$ cat src/rtl/fb_pixel_writer_pkg.sv
// fb_pixel_writer_pkg
//   Shared definitions for the frame-buffer write path. These are the same
//   screen geometry and pixel layout that the VGA scan-out unit reads back.
//   - Default screen geometry and Avalon address width.
//   - Write-side FSM state type.
//   - Default pixel FIFO entry: a precomputed byte address plus a colour word.
//   - row_base(): pixel index of the first pixel on a line.
package fb_pixel_writer_pkg;

    localparam int FB_H_RES         = 640;
    localparam int FB_V_RES         = 480;
    localparam int FB_ADDR_W        = 26;
    localparam int BYTES_PER_PIXEL  = 4;
    localparam int FRAME_WORDS      = FB_H_RES * FB_V_RES;
    localparam int PIX_SHIFT        = $clog2(BYTES_PER_PIXEL);

    typedef enum logic [1:0] {
        IDLE,
        PIX_WR,
        CLEAR_WR
    } fbw_state_t;

    typedef struct packed {
        logic [FB_ADDR_W-1:0] addr;
        logic [31:0]          data;
    } pix_entry_t;

    // y * h_res. At the native 640-pixel width this is two shifted adds,
    // (y << 9) + (y << 7), so no hard multiplier is needed. Other widths
    // fall back to a constant multiply.
    function automatic logic [31:0] row_base(input logic [9:0] y, input int h_res);
        logic [31:0] y32;
        y32 = {22'd0, y};
        if (h_res == 640) begin
            return (y32 << 9) + (y32 << 7);
        end
        return y32 * 32'(h_res);
    endfunction

endpackage

$ cat src/rtl/fb_pixel_writer_pix_fifo.sv
// pix_fifo
//   A synchronous show-ahead FIFO that holds pending pixel writes.
//   dout always shows the head entry while empty is low.
//   A push is ignored when the FIFO is full, and a pop is ignored when it is
//   empty. As a result, the FIFO can neither overflow nor underflow.
//   Ports:
//     clk, reset  clock and asynchronous active-low reset
//     push, din   write din at the tail
//     pop         drop the head entry
//     dout        head entry
//     full, empty occupancy flags
module pix_fifo
    import fb_pixel_writer_pkg::*;
#(
    parameter type T     = pix_entry_t,
    parameter int  DEPTH = 8
) (
    input  logic clk,
    input  logic reset,
    input  logic push,
    input  logic pop,
    input  T     din,
    output T     dout,
    output logic full,
    output logic empty
);

    localparam int PTR_W = $clog2(DEPTH);

    T                 mem [DEPTH];
    logic [PTR_W-1:0] wr_ptr;
    logic [PTR_W-1:0] rd_ptr;
    logic [PTR_W:0]   count;
    logic             do_push;
    logic             do_pop;

    assign full    = (count == (PTR_W+1)'(DEPTH));
    assign empty   = (count == '0);
    assign do_push = push & ~full;
    assign do_pop  = pop & ~empty;
    assign dout    = mem[rd_ptr];

    always_ff @(posedge clk or negedge reset) begin
        if (!reset) begin
            wr_ptr <= '0;
            rd_ptr <= '0;
            count  <= '0;
        end else begin
            if (do_push) wr_ptr <= wr_ptr + 1'b1;
            if (do_pop)  rd_ptr <= rd_ptr + 1'b1;
            case ({do_push, do_pop})
                2'b10:   count <= count + 1'b1;
                2'b01:   count <= count - 1'b1;
                default: count <= count;
            endcase
        end
    end

    // The storage holds data only, so it needs no reset.
    always_ff @(posedge clk) begin
        if (do_push) mem[wr_ptr] <= din;
    end

endmodule

$ cat src/rtl/fb_pixel_writer.sv
// fb_pixel_writer
//   This is the write side of the frame buffer. It accepts (x, y, colour)
//   pixel writes, queues them, and issues single-word Avalon-MM writes into
//   the back buffer. It can also fill the whole screen with one colour.
//   Ports:
//     clk, reset                   clock and asynchronous active-low reset
//     back_buffer_ptr              byte base of the buffer being drawn
//     pix_valid/pix_ready          pixel handshake; a pixel is taken when both are high
//     pix_x, pix_y, pix_color      pixel position and word
//     clear_req, clear_color       one-cycle request to fill the buffer
//     clear_done                   one-cycle pulse after the last fill write
//     busy                         work queued or in progress
//     master_*                     Avalon-MM write master (32-bit, byteenable F)
//   Handshake: the pixel port transfers on any cycle where pix_valid and
//   pix_ready are both high. The Avalon master holds address, data and write
//   stable while master_waitrequest is high. A write completes on the cycle
//   where master_write is high and master_waitrequest is low.
module fb_pixel_writer
    import fb_pixel_writer_pkg::*;
#(
    parameter int H_RES      = FB_H_RES,
    parameter int V_RES      = FB_V_RES,
    parameter int FIFO_DEPTH = 8,
    parameter int ADDR_W     = FB_ADDR_W
) (
    input  logic              clk,
    input  logic              reset,
    input  logic [ADDR_W-1:0] back_buffer_ptr,
    input  logic              pix_valid,
    output logic              pix_ready,
    input  logic [9:0]        pix_x,
    input  logic [9:0]        pix_y,
    input  logic [31:0]       pix_color,
    input  logic              clear_req,
    input  logic [31:0]       clear_color,
    output logic              clear_done,
    output logic              busy,
    output logic [ADDR_W-1:0] master_address,
    output logic              master_write,
    output logic [31:0]       master_writedata,
    output logic [3:0]        master_byteenable,
    input  logic              master_waitrequest
);

    localparam int              SCREEN_WORDS = H_RES * V_RES;
    localparam int              CNT_W        = $clog2(SCREEN_WORDS);
    localparam logic [CNT_W-1:0] LAST_WORD   = CNT_W'(SCREEN_WORDS - 1);

    typedef struct packed {
        logic [ADDR_W-1:0] addr;
        logic [31:0]       data;
    } entry_t;

    fbw_state_t        state;
    logic              clear_pending;
    logic [31:0]       clear_color_q;
    logic [ADDR_W-1:0] clear_base;
    logic [CNT_W-1:0]  clear_cnt;
    logic [CNT_W-1:0]  clear_cnt_next;
    logic [ADDR_W-1:0] clear_addr_next;

    entry_t            push_entry;
    entry_t            head_entry;
    logic              fifo_full;
    logic              fifo_empty;
    logic              fifo_push;
    logic              fifo_pop;
    logic              in_range;
    logic              clear_accept;
    logic [31:0]       pix_index;

    // The address is resolved at accept time. A later buffer swap therefore
    // cannot redirect pixels that are already queued.
    always_comb begin
        in_range        = ({22'd0, pix_x} < 32'(H_RES)) && ({22'd0, pix_y} < 32'(V_RES));
        pix_index       = row_base(pix_y, H_RES) + {22'd0, pix_x};
        push_entry.addr = back_buffer_ptr + ADDR_W'(pix_index << PIX_SHIFT);
        push_entry.data = pix_color;
    end

    // Gating pix_ready with reset keeps the port closed while reset is held.
    assign pix_ready         = reset & ~fifo_full & ~clear_pending & (state != CLEAR_WR);
    // Out-of-range pixels complete the handshake but are never queued.
    assign fifo_push         = pix_valid & pix_ready & in_range;
    assign clear_accept      = clear_req & ~clear_pending & (state != CLEAR_WR);
    assign busy              = ~fifo_empty | master_write | clear_pending | (state != IDLE);
    assign master_byteenable = 4'hF;

    assign clear_cnt_next  = clear_cnt + 1'b1;
    assign clear_addr_next = clear_base + ADDR_W'({{(32-CNT_W){1'b0}}, clear_cnt_next} << PIX_SHIFT);

    // Pop when a new bus write can be loaded. In IDLE, a pending clear only
    // takes over once the FIFO is empty, so queued pixels drain first. In
    // PIX_WR, a pending clear stops back-to-back streaming, and the rest of
    // the FIFO drains through IDLE.
    always_comb begin
        fifo_pop = 1'b0;
        case (state)
            IDLE:    fifo_pop = ~fifo_empty;
            PIX_WR:  fifo_pop = ~master_waitrequest & ~fifo_empty & ~clear_pending;
            default: fifo_pop = 1'b0;
        endcase
    end

    pix_fifo #(
        .T     (entry_t),
        .DEPTH (FIFO_DEPTH)
    ) u_pix_fifo (
        .clk   (clk),
        .reset (reset),
        .push  (fifo_push),
        .pop   (fifo_pop),
        .din   (push_entry),
        .dout  (head_entry),
        .full  (fifo_full),
        .empty (fifo_empty)
    );

    always_ff @(posedge clk or negedge reset) begin
        if (!reset) begin
            state            <= IDLE;
            clear_pending    <= 1'b0;
            clear_color_q    <= '0;
            clear_base       <= '0;
            clear_cnt        <= '0;
            master_write     <= 1'b0;
            master_address   <= '0;
            master_writedata <= '0;
            clear_done       <= 1'b0;
        end else begin
            clear_done <= 1'b0;
            if (clear_accept) begin
                clear_pending <= 1'b1;
                clear_color_q <= clear_color;
            end
            case (state)
                IDLE: begin
                    if (clear_pending && fifo_empty) begin
                        state            <= CLEAR_WR;
                        clear_pending    <= 1'b0;
                        clear_base       <= back_buffer_ptr;
                        clear_cnt        <= '0;
                        master_address   <= back_buffer_ptr;
                        master_writedata <= clear_color_q;
                        master_write     <= 1'b1;
                    end else if (fifo_pop) begin
                        state            <= PIX_WR;
                        master_address   <= head_entry.addr;
                        master_writedata <= head_entry.data;
                        master_write     <= 1'b1;
                    end
                end
                PIX_WR: begin
                    if (!master_waitrequest) begin
                        if (fifo_pop) begin
                            master_address   <= head_entry.addr;
                            master_writedata <= head_entry.data;
                        end else begin
                            state        <= IDLE;
                            master_write <= 1'b0;
                        end
                    end
                end
                CLEAR_WR: begin
                    if (!master_waitrequest) begin
                        if (clear_cnt == LAST_WORD) begin
                            state        <= IDLE;
                            master_write <= 1'b0;
                            clear_done   <= 1'b1;
                        end else begin
                            clear_cnt      <= clear_cnt_next;
                            master_address <= clear_addr_next;
                        end
                    end
                end
                default: state <= IDLE;
            endcase
        end
    end

endmodule

$ cat config.mk
export PLATFORM = sky130hd
export DESIGN_NAME = fb_pixel_writer
export DESIGN_NICKNAME = d
export VERILOG_FILES = /design/src/rtl/fb_pixel_writer_pkg.sv /design/src/rtl/fb_pixel_writer_pix_fifo.sv /design/src/rtl/fb_pixel_writer.sv
export SDC_FILE = /design/constraint.sdc
export NUM_CORES = 1
export LEC_CHECK = 0
export BUFFER_PORTS_ARGS = -buffer_cell sky130_fd_sc_hd__buf_4
export CORE_MARGIN = 2
export CORE_UTILIZATION = 55
export CTS_CLUSTER_DIAMETER = 200
export DETAILED_ROUTE_END_ITERATION = 10
export GPL_TIMING_DRIVEN = 0
export PLACE_DENSITY = 0.81
export SKIP_CTS_REPAIR_TIMING = 1
export SLEW_MARGIN = 20
export SYNTH_ARGS = -nofsm -noshare
export SYNTH_HDL_FRONTEND = slang
export SYNTH_SLANG_ARGS = --single-unit
$ cat constraint.sdc
create_clock -name clk -period 6.8 [get_ports clk]
set_input_delay 1.36 -clock clk [delete_from_list [all_inputs] [get_ports clk]]
set_output_delay 1.36 -clock clk [all_outputs]
set_load 0.02 [all_outputs]
==> results.yml <==
clock_network:
  cts.clk_slew.worst_paths_ns: 0.06
  clock_path_buffers: 3
  clockRootBuffer: "clkbuf_16"
  clk-insertion-delay-late_ns: 0.67
  cts_sinks: 614
  cts_tree: "yes"
  cts_max_level: 2
  numCtsBuffers: 60
layout:
  finalInstanceArea_mm2: 0.0324
  layout-drive-gt1-share: 0.275
  syn_to_final_growth_pct: 18.0
  post-route-util: 0.660
  n_fill_cell: 3293
  instances_no_fill: 2791
  fin_nets: 2263
grt:
  grt_overflow_total: 0
  antenna_found_initial: 3
  grt_start_max_net_pins: 84
  track_usage: 0.291
  grt_pass1_wl_mm: 111
  grt_pass1_vias: 18300
worst_setup_path:
  r2r_slack_ns: 2.34
  crit_type: "input port to flip-flop"
  crit_fanout: 8
  cp-end-kind: "flip-flop"
  required_ns: 7.12
  cp-start-kind: "input port"
  arrival_ns: 5.65
synthesis:
  syn_area_mm2: 0.0275
  syn_avg_cell_area_um2: 15.2
  yosys-top-cells-area: "edfxtp_1 (51%), dfrtp_1 (14%), mux4_2 (9.5%)"
  synth_top_area_share: 0.507
  synth_ff_type: "edfxtp_1"
  synth_cells: 1806
  synth_seq_area_share: 0.644
  synthArstFlopShare: 0.244
  synth-edff-count: 464
  yosysUniqueCellTypes: 75
  ys_warn_count: 0
  ys_top_cells_by_count: "edfxtp_1 (464), dfrtp_1 (150), nand2_1 (120)"
  synth-seq-cells: 614
  yosys.area.top_type: "edfxtp_1"
  synth_most_common_cell: "edfxtp_1"
die:
  die-area_mm2: 0.0518
  coreArea_mm2: 0.0492
  num_rows: 81
  die_w_um: 228
  ios: 181
  initial_utilization: 0.559
  die_y_um: 228
min_path:
  hp-class: "flip-flop to flip-flop"
power:
  power.total_mw: 13.9
  total_leakage_power_nw: 11.9
  p_per_area_mw_per_mm2: 430
  max-vdd-ir-drop_mv: 0.378
routing:
  drc: 0
  antenna_left: 0
  firstDrtPassIters: 6
  drt_iter0_drc: 1714
  wl_mm: 73.3
  wl_per_cell_um: 26.3
  vias_per_cell: 6.38
  detailroute.via_count: 17800
sta:
  rsz0062_at_grt: "false"
  fin_hold_ws_ns: 0.513
  fmax_ghz: 0.188
  worstMarginPinSlew_ns: 1.14
  maxSlewHeadroom: 0.240
  fin_skew_ns: 0.0506
  finalSetupViolCount: 0
  finalCritPeriodShare: 0.784
  hold_violations: 0
  slew_violations: 0
  period_needed_ns: 5.33
place:
  place_inst: 2676
  post_dp_cell_area_mm2: 0.0303
  port_buffers: 176
  dp_hpwl_mm: 48.3
  place_congestion: 0.916
job:
  drv_cap: 0
run_status:
  status: "complete, no violations"
==> per-layer routing <==
metal	track usage	vias to the layer above	part of all wire
li1	-	7542	-
met3	0.0604	214	0.095
met4	0.114	2	0.039
met5	0	-	0.00019
met2	0.499	1094	0.51
met1	0.365	8961	0.36
==> registers in the layout, summed over array words and instances, names as in the netlist, 2 cells and up <==
register / flops
clear_base: 26
clear_cnt: 19
clear_color_q: 32
master_address: 26
master_writedata: 32
state: 2
u_pix_fifo.count: 4
u_pix_fifo.mem: 464
u_pix_fifo.rd_ptr: 3
u_pix_fifo.wr_ptr: 3
==> cell usage in the layout (no fill, tap or decap), drive strengths merged, types with 25 or more instances in the layout <==
cell,n
buf,242
mux2,98
clkbuf,135
o21ai,89
ha,69
mux2i,28
edfxtp,464
xor2,25
xnor2,37
a21oi,86
mux4,116
dfrtp,150
inv,39
o22ai,40
nor2,112
nand2,121
==> layout make-up <==
class	count	area, um2	share of cell area
antenna	1	2.50	0.0000772
tap	664	831	0.0256
sequential	614	17700	0.546
multi-input combinational	1067	9330	0.288
clock buffer	84	1740	0.0535
clock inverter	30	355	0.0110
timing repair buffer	203	1930	0.0596
buffer	90	399	0.0123
inverter	38	143	0.00440
==> where the power goes <==
part	internal [mW]	switching (mW)
sequential	4.62	0.349
combinational	2.27	3.22
clock	1.99	1.49
==> worst paths after layout <==
check | startpoint | endpoint | cells after the start
max reg2reg | state[0] | u_pix_fifo.mem[1][43] | 11
min reg2reg | clear_color_q[31] | clear_color_q[31] | 1
min in group asynchronous | reset | state[1] | 1
max | pix_x[9] | u_pix_fifo.mem[6][54] | 18
min | clear_color_q[31] | clear_color_q[31] | 1
max in group asynchronous | reset | master_writedata[8] | 2
==> metrics by stage <==
step,worst slack (ns),setup TNS [ns]
2_1_floorplan,1.52,0
3_3_place_gp,-3.35,-1464.91
3_5_place_dp,0.963,0
4_1_cts,1.55,0
5_1_grt,1.15,0
6_report,1.47,0
==> worst max-delay path: stages <==
cell and delay [ns]:
buf_4 0.08, inv_1 0.05, fa_1 0.53, fa_1 0.47, nor2b_1 0.15, o21ai_0 0.12, a21boi_0 0.25, o21ai_0 0.15
a21oi_1 0.20, nor2_1 0.08, xnor2_1 0.38, ha_1 0.38, or2_2 0.31, a21oi_1 0.18, a311oi_1 0.09, o21ai_1 0.20
nand2_1 0.09, xor2_1 0.58
==> kinds of logic after synthesis <==
| kind of cell | count (synthesis) | share of synthesized area |
|---|---|---|
| multiplexers | 242 | 0.145 |
| other | 1 | 0.000136 |
| adder cells (fa/ha/maj) | 74 | 0.0351 |
| AND/OR/NAND/NOR | 346 | 0.0577 |
| XOR/XNOR | 62 | 0.0198 |
| AO/OA/AOI/OAI | 339 | 0.0786 |
| buffers and inverters | 128 | 0.0197 |
| flip-flops | 614 | 0.644 |
Power figures use the tool's default switching activity.
